==> src/rtl/regbank_writeback.sv <==
// regbank_writeback: producer side of the register bank's single write port.
// Merges single-cycle ALU results and handshaked memory results (through a
// small FIFO) onto one registered write port. It also tracks outstanding
// multi-cycle writes per register and raises a decode stall on hazards.
// Ports:
//   clk, reset                   clock, synchronous active-high reset
//   alu_we/alu_addr/alu_data     ALU result, no backpressure
//   mem_valid/mem_ready          memory result handshake
//   mem_addr/mem_data            memory result payload
//   issue_valid/issue_addr       multi-cycle op issued, sets pending bit
//   chk_addr_a/chk_addr_b        decode operands checked against pending
//   stall                        combinational operand hazard
//   addr_d/data_d/we             registered register bank write port
module regbank_writeback #(
    parameter int unsigned FIFO_DEPTH = 2,
    parameter int unsigned NREGS      = 16
) (
    input  logic        clk,
    input  logic        reset,
    input  logic        alu_we,
    input  logic [3:0]  alu_addr,
    input  logic [31:0] alu_data,
    input  logic        mem_valid,
    output logic        mem_ready,
    input  logic [3:0]  mem_addr,
    input  logic [31:0] mem_data,
    input  logic        issue_valid,
    input  logic [3:0]  issue_addr,
    input  logic [3:0]  chk_addr_a,
    input  logic [3:0]  chk_addr_b,
    output logic        stall,
    output logic [3:0]  addr_d,
    output logic [31:0] data_d,
    output logic        we
);

    localparam int unsigned AW    = 4;
    localparam int unsigned DW    = 32;
    localparam int unsigned PTR_W = (FIFO_DEPTH > 1) ? $clog2(FIFO_DEPTH) : 1;
    localparam int unsigned CNT_W = $clog2(FIFO_DEPTH + 1);

    logic [AW-1:0]    q_addr [FIFO_DEPTH];
    logic [DW-1:0]    q_data [FIFO_DEPTH];
    logic [PTR_W-1:0] rd_ptr;
    logic [PTR_W-1:0] wr_ptr;
    logic [CNT_W-1:0] count;
    logic [NREGS-1:0] pending;
    logic [NREGS-1:0] pending_next;

    logic alu_sel;
    logic fifo_empty;
    logic handshake;
    logic do_pop;
    logic do_bypass;
    logic do_push;

    // Ready depends only on the registered count, so a same-cycle pop does not free a slot.
    assign mem_ready = (count != CNT_W'(FIFO_DEPTH));

    assign stall = ((chk_addr_a != '0) && pending[chk_addr_a]) ||
                   ((chk_addr_b != '0) && pending[chk_addr_b]);

    // Write-source arbitration: ALU, then FIFO head, then direct bypass.
    always_comb begin
        alu_sel    = alu_we && (alu_addr != '0);
        fifo_empty = (count == '0);
        handshake  = mem_valid && mem_ready;
        do_pop     = !alu_sel && !fifo_empty;
        do_bypass  = !alu_sel && fifo_empty && handshake && (mem_addr != '0);
        // Register-0 results complete the handshake but are dropped.
        do_push    = handshake && (mem_addr != '0) && !do_bypass;
    end

    // Scoreboard update; a same-edge issue overrides the clear.
    always_comb begin
        pending_next = pending;
        if (do_pop) begin
            pending_next[q_addr[rd_ptr]] = 1'b0;
        end
        if (do_bypass) begin
            pending_next[mem_addr] = 1'b0;
        end
        if (issue_valid && (issue_addr != '0)) begin
            pending_next[issue_addr] = 1'b1;
        end
    end

    // Control state and registered write port.
    always_ff @(posedge clk) begin
        if (reset) begin
            we      <= 1'b0;
            addr_d  <= '0;
            data_d  <= '0;
            pending <= '0;
            rd_ptr  <= '0;
            wr_ptr  <= '0;
            count   <= '0;
        end else begin
            pending <= pending_next;
            we      <= alu_sel || do_pop || do_bypass;
            if (alu_sel) begin
                addr_d <= alu_addr;
                data_d <= alu_data;
            end else if (do_pop) begin
                addr_d <= q_addr[rd_ptr];
                data_d <= q_data[rd_ptr];
            end else if (do_bypass) begin
                addr_d <= mem_addr;
                data_d <= mem_data;
            end
            if (do_pop) begin
                rd_ptr <= rd_ptr + PTR_W'(1);
            end
            if (do_push) begin
                wr_ptr <= wr_ptr + PTR_W'(1);
            end
            if (do_push && !do_pop) begin
                count <= count + CNT_W'(1);
            end else if (do_pop && !do_push) begin
                count <= count - CNT_W'(1);
            end
        end
    end

    // FIFO storage; contents are don't-care while not counted.
    always_ff @(posedge clk) begin
        if (!reset && do_push) begin
            q_addr[wr_ptr] <= mem_addr;
            q_data[wr_ptr] <= mem_data;
        end
    end

endmodule

==> config.mk <==
export PLATFORM = sky130hd
export DESIGN_NAME = regbank_writeback
export DESIGN_NICKNAME = d
export VERILOG_FILES = /design/src/rtl/regbank_writeback.sv
export SDC_FILE = /design/constraint.sdc
export NUM_CORES = 1
export LEC_CHECK = 0
export CAP_MARGIN = 25
export CORE_MARGIN = 2
export CORE_UTILIZATION = 56
export CTS_CLUSTER_SIZE = 24
export DETAILED_ROUTE_END_ITERATION = 12
export GPL_TIMING_DRIVEN = 0
export PLACE_DENSITY = 0.95
export SETUP_SLACK_MARGIN = 0.2
export SYNTH_ARGS = -nofsm -noshare
export SYNTH_HDL_FRONTEND = slang
export SYNTH_SLANG_ARGS = --single-unit
==> constraint.sdc <==
create_clock -name clk -period 17.03 [get_ports clk]
set_input_delay 3.406 -clock clk [delete_from_list [all_inputs] [get_ports clk]]
set_output_delay 3.406 -clock clk [all_outputs]
set_load 0.02 [all_outputs]
==> flow_summary.toml, run 1 <==
[sta]
slew_violations = 0
worst_pin_slew_ns = 0.951
period_minus_slack_ns = 8.96
grt_setup_unrepaired = "false"
fin_ws_ns = 8.07
timing.fmax_ghz = 0.112
hold_viol = 0
clock-skew-final_ns = 0.00870
setup_viol = 0
hold_ws_ns = 0.492
totalNegativeSetupSlack_ns = 0
max_slew_margin_pct = 36.6
post-route-period-util_pct = 52.6

[die]
dieArea_um2 = 12100
core-area_um2 = 10900
floorplan.initialDensity_pct = 57.8
die_x_um = 110
die_height_um = 110
rows = 38
io_pins = 128

[final_layout]
seqCellArea_um2 = 3300
antennaDiodeCount = 0
area_delta_synth_final_pct = 32.2
design_area_um2 = 8330
drive_gt1_share_pct = 20.3
multi_input_area_um2 = 2750
nets = 776
nFillCells = 654

[clock_tree]
h-tree-depth = 4
clkSlewWorstSetupHoldPaths_ns = 0.06
cts.sinks = 129
cts_buffer_depth = 2
cts-resized-gates = 0
cts_root_buf = "clkbuf_8"
cts_inserted_buffers = 17
post_cts_buffers = 0
worstSkewPairLatency_ns = 0.53
cts_tree = "done"
holdBufCountCts = 0

[logic_synthesis]
ys_async_sr_fraction_pct = 0
synth-main-ff-cell = "edfxtp_1"
ys_types = 50
synth_area_leaders = "edfxtp_1, dfxtp_1, a221oi_2"
synth_edf_count = 72
synth_nets = 626
synth_cells = 536
synth-seq-cells = 129
yosysTopAreaCell = "edfxtp_1"
ys_seq_area_share_pct = 52.4
synth_area_um2 = 6300
ys_warn_count = 0
synth_top_area_share_pct = 34.3
syn_area_per_cell_um2 = 11.8

[pwr]
total_power_uw = 1080
ir_drop_uv = 142
p_leak_uw = 0.00288
p_per_area_nw_per_um2 = 129

[global_routing]
track_usage_pct = 32.4
grt_max_degree = 37
gr-total-overflow = 0
antenna_found_initial = 0
grt_pass1_vias = 5600
grt_pass1_wl_um = 29100

[worst_setup_path]
slowest_stage = "clkdlybuf4s50_1"
cpPeakStageDelay_ns = 0.63
cp-start-kind = "input port"
reg2reg_depth = 6
required_ns = 13.62
path_delay_family = "buffers and inverters"
cp_num_buf_inv = 2
crit_type = "input port to output port"
path_cells = "clkdlybuf4s50_1, mux4_2, nor3b_1, a31oi_1, nand4_1, clkdlybuf4s50_1"
worstPathArrival_ns = 5.56
end_kind = "output port"
cp.depth = 6
path_max_fanout = 5
crit_top_cell = "clkdlybuf4s50_1"

[route]
wl_um = 18600
ant_nets = 0
drtIter0Drc = 566
drcViolationCount = 0
num_vias = 5378
drtPass1Iterations = 5
via_per_inst = 6.41
wl_per_cell_um = 22.2

[placed_design]
place_ws_ns = 8.07
post_dp_cell_area_um2 = 7780
dpl.hpwl_um = 12500
port_buffers = 126
routabilityCongestion = 0.919

[run]
max_cap_violations = 0

[min_path]
hold_depth = 2
hold_path_class = "register to register"

[outcome]
outcome = "finished, final reports clean"
==> sequential cells by signal (all words and copies together) (netlist names), named ones only <==
register  count
data_d       32
count         2
rd_ptr        1
pending      15
we            1
q_data       64
addr_d        4
wr_ptr        1
q_addr        8
==> synthesized netlist by cell type, drive strengths merged, types with 2 or more instances <==
cell type / number
nand4: 6
mux4: 6
or3: 3
and3: 4
o21ai: 4
o41a: 2
a211oi: 11
nor3b: 4
buf: 32
nor2b: 11
a21oi: 42
xor2: 3
o221ai: 4
nand3: 5
a311oi: 2
o32ai: 3
mux2i: 37
edfxtp: 72
nor2: 51
o22ai: 6
inv: 8
dfxtp: 57
nand2: 10
nand2b: 12
and3b: 3
nor3: 67
clkbuf: 10
o41ai: 2
o211ai: 7
o31ai: 4
a221oi: 30
a32oi: 2
a32o: 2
a31oi: 4
==> final cells by class <==
| type | count | area share [%] |
|---|---|---|
| clock inverter | 14 | 1.38 |
| tap | 140 | 2.10 |
| timing repair buffer | 131 | 15.6 |
| buffer | 42 | 2.64 |
| sequential | 129 | 39.7 |
| clock buffer | 18 | 5.14 |
| inverter | 9 | 0.406 |
| multi-input combinational | 356 | 33.0 |
==> worst reg2reg max path: stages (launching register included) <==
cell and delay [ns]:
dfxtp_1 0.32, clkbuf_1 0.26, buf_2 0.30, buf_2 0.30
a21oi_1 0.11, nor2_1 0.19, and3_2 0.86
==> per-stage QoR <==
step	util [%]	instances
after floorplan	-	536
after global placement	71.0	802
after detailed placement	71.5	807
after CTS	76.5	839
after global routing	76.5	839
final	76.5	839
==> report_power, final <==
part           internal (uW)  switching, uW
clock                    196            135
combinational            145            216
sequential               366           17.9
total                    708            369
==> cell usage in the layout, fill, tap and decap left out, types with 16 or more instances in the layout <==
cell type and n:
dfxtp_1 57, nor3_1 37, nor3_2 30, mux2i_1 37, a21oi_1 42, edfxtp_1 72
buf_2 26, clkbuf_16 16, a221oi_2 30, nor2_1 51, clkdlybuf4s50_1 126
==> path summary, 6_finish.rpt <==
path                  from             to  slack (ns)
min reg2reg         wr_ptr         wr_ptr        0.49
max reg2reg       count[0]  q_data[1][28]       14.30
max          chk_addr_b[0]          stall        8.07
min                 wr_ptr         wr_ptr        0.49
==> per-layer routing <==
metal | GRT usage, % | wire length, um | up-vias
met5 | 0 | 0 | -
met4 | 17.2 | 808 | 0
met3 | 8.05 | 1600 | 81
met2 | 54.0 | 9290 | 348
met1 | 38.6 | 6930 | 2572
li1 | - | - | 2377
==> cell families (layout without fill, tap and decap cells) <==
kind of cell / Yosys count / after routing / synth area share [%]
XOR/XNOR: 3 / 3 / 0.417
AND/OR/NAND/NOR: 182 / 182 / 16.9
AO/OA/AOI/OAI: 127 / 127 / 18.0
buffers and inverters: 51 / 214 / 4.03
adder cells (fa/ha/maj): 1 / 1 / 0.199
flip-flops: 129 / 129 / 52.4
multiplexers: 43 / 43 / 8.03
No activity file was read; power rests on OpenSTA's default activity.
==> run 2, diff against run 1 <==
- CORE_UTILIZATION: 56 -> 47
- PLACE_DENSITY: 0.95 -> 0.88
- clock period: 17.03 -> 7.4 ns (I/O delays scaled with it)
==> flow_summary.toml, run 2 (same netlist as run 1, synthesis figures left out) <==
[die]
die_height_um = 120
dieArea_um2 = 14300
core-area_um2 = 13200
die_x_um = 120
rows = 42
io_pins = 128
floorplan.initialDensity_pct = 47.8

[clock_tree]
cts_root_buf = "clkbuf_16"
holdBufCountCts = 0
worstSkewPairLatency_ns = 0.42
clkSlewWorstSetupHoldPaths_ns = 0.05
h-tree-depth = 4
cts_buffer_depth = 2
post_cts_buffers = 0
cts_tree = "done"
cts-resized-gates = 0
cts_inserted_buffers = 17
cts.sinks = 129

[global_routing]
track_usage_pct = 25.3
grt_pass1_vias = 5629
grt_max_degree = 37
gr-total-overflow = 0
grt_pass1_wl_um = 28000
antenna_found_initial = 0

[route]
wl_per_cell_um = 20.4
drcViolationCount = 0
ant_nets = 0
drtIter0Drc = 368
wl_um = 17900
drtPass1Iterations = 6
via_per_inst = 5.95
num_vias = 5210

[worst_setup_path]
crit_type = "input port to output port"
end_kind = "output port"
required_ns = 5.92
worstPathArrival_ns = 3.63
cp-start-kind = "input port"
path_max_fanout = 5
crit_start = "chk_addr_a[0]"
r2r_start = "count[0]"

[final_layout]
largest_register_ffs = 64
layout_common_cells = "clkdlybuf4s50_1, edfxtp_1, dfxtp_1, nor2_1, a21oi_1"
nets = 776
postLayoutCoreUtil_pct = 63.6
antennaDiodeCount = 0
design_area_um2 = 8390
final_common_cell = "clkdlybuf4s50_1"
area_delta_synth_final_pct = 33.2
largest_register = "q_data"
reg_top3 = "q_data: 64 flops, data_d: 32 flops, pending: 15 flops"
drive_gt1_share_pct = 20.0

[min_path]
hold_path_class = "register to register"
worstHoldStart = "wr_ptr"

[sta]
timing.fmax_ghz = 0.196
clock-skew-final_ns = 0.00496
hold_ws_ns = 0.484
max_slew_margin_pct = 36.2
post-route-period-util_pct = 69.1
worst_pin_slew_ns = 0.957
slew_violations = 0
period_minus_slack_ns = 5.11
totalNegativeSetupSlack_ns = 0
grt_setup_unrepaired = "false"
setup_viol = 0
hold_viol = 0

[run]
max_cap_violations = 0

[placed_design]
post_dp_cell_area_um2 = 7820
routabilityCongestion = 0.898
dpl.hpwl_um = 12900
port_buffers = 126

[pwr]
p_leak_uw = 0.00289
p_per_area_nw_per_um2 = 297
total_power_uw = 2490
ir_drop_uv = 204

[outcome]
outcome = "finished, final reports clean"
## run 2: per-layer routing
layer	vias to the layer above	global-route usage [%]	routed length, um
li1	2389	-	-
met1	2512	30.0	7130
met2	252	42.8	8900
met3	57	5.28	1150
met4	0	14.3	693
met5	-	0	0
## run 2: worst paths after layout
path / end / slack, ns / cells past startpoint
worst max register to register: q_data[1][2] / 4.66 / 6
worst max-delay path: stall / 2.29 / 6
worst min register to register: wr_ptr / 0.48 / 2
worst min-delay path: wr_ptr / 0.48 / 2
## run 2: where the power goes
group	switching, uW	internal [uW]
registers	40.7	843
clock network	289	503
logic	482	335
total	812	1680
## run 2: area by class of cell
cell class                      count  area [um^2]
Fill cell                        1009         4800
Sequential cell                   129         3300
Multi-Input combinational cell    356         2750
Timing Repair Buffer              131         1300
Clock buffer                       26          509
Buffer                             42          220
Tap cell                          176          220
Clock inverter                      6         53.8
Inverter                            9         33.8
## run 2: through the flow
stage,instances,setup slack [ns]
6_report,875,2.29
2_1_floorplan,536,1.56
4_1_cts,874,2.28
3_3_place_gp,838,-1.14
5_1_grt,875,2.21
3_5_place_dp,842,2.28
## run 2: worst max-delay path: stages
cell and delay (ns):
clkdlybuf4s50_1 0.62, mux4_2 0.54, nor3b_1 0.15, a31oi_1 0.16, nand4_1 0.12, clkdlybuf4s50_1 0.56
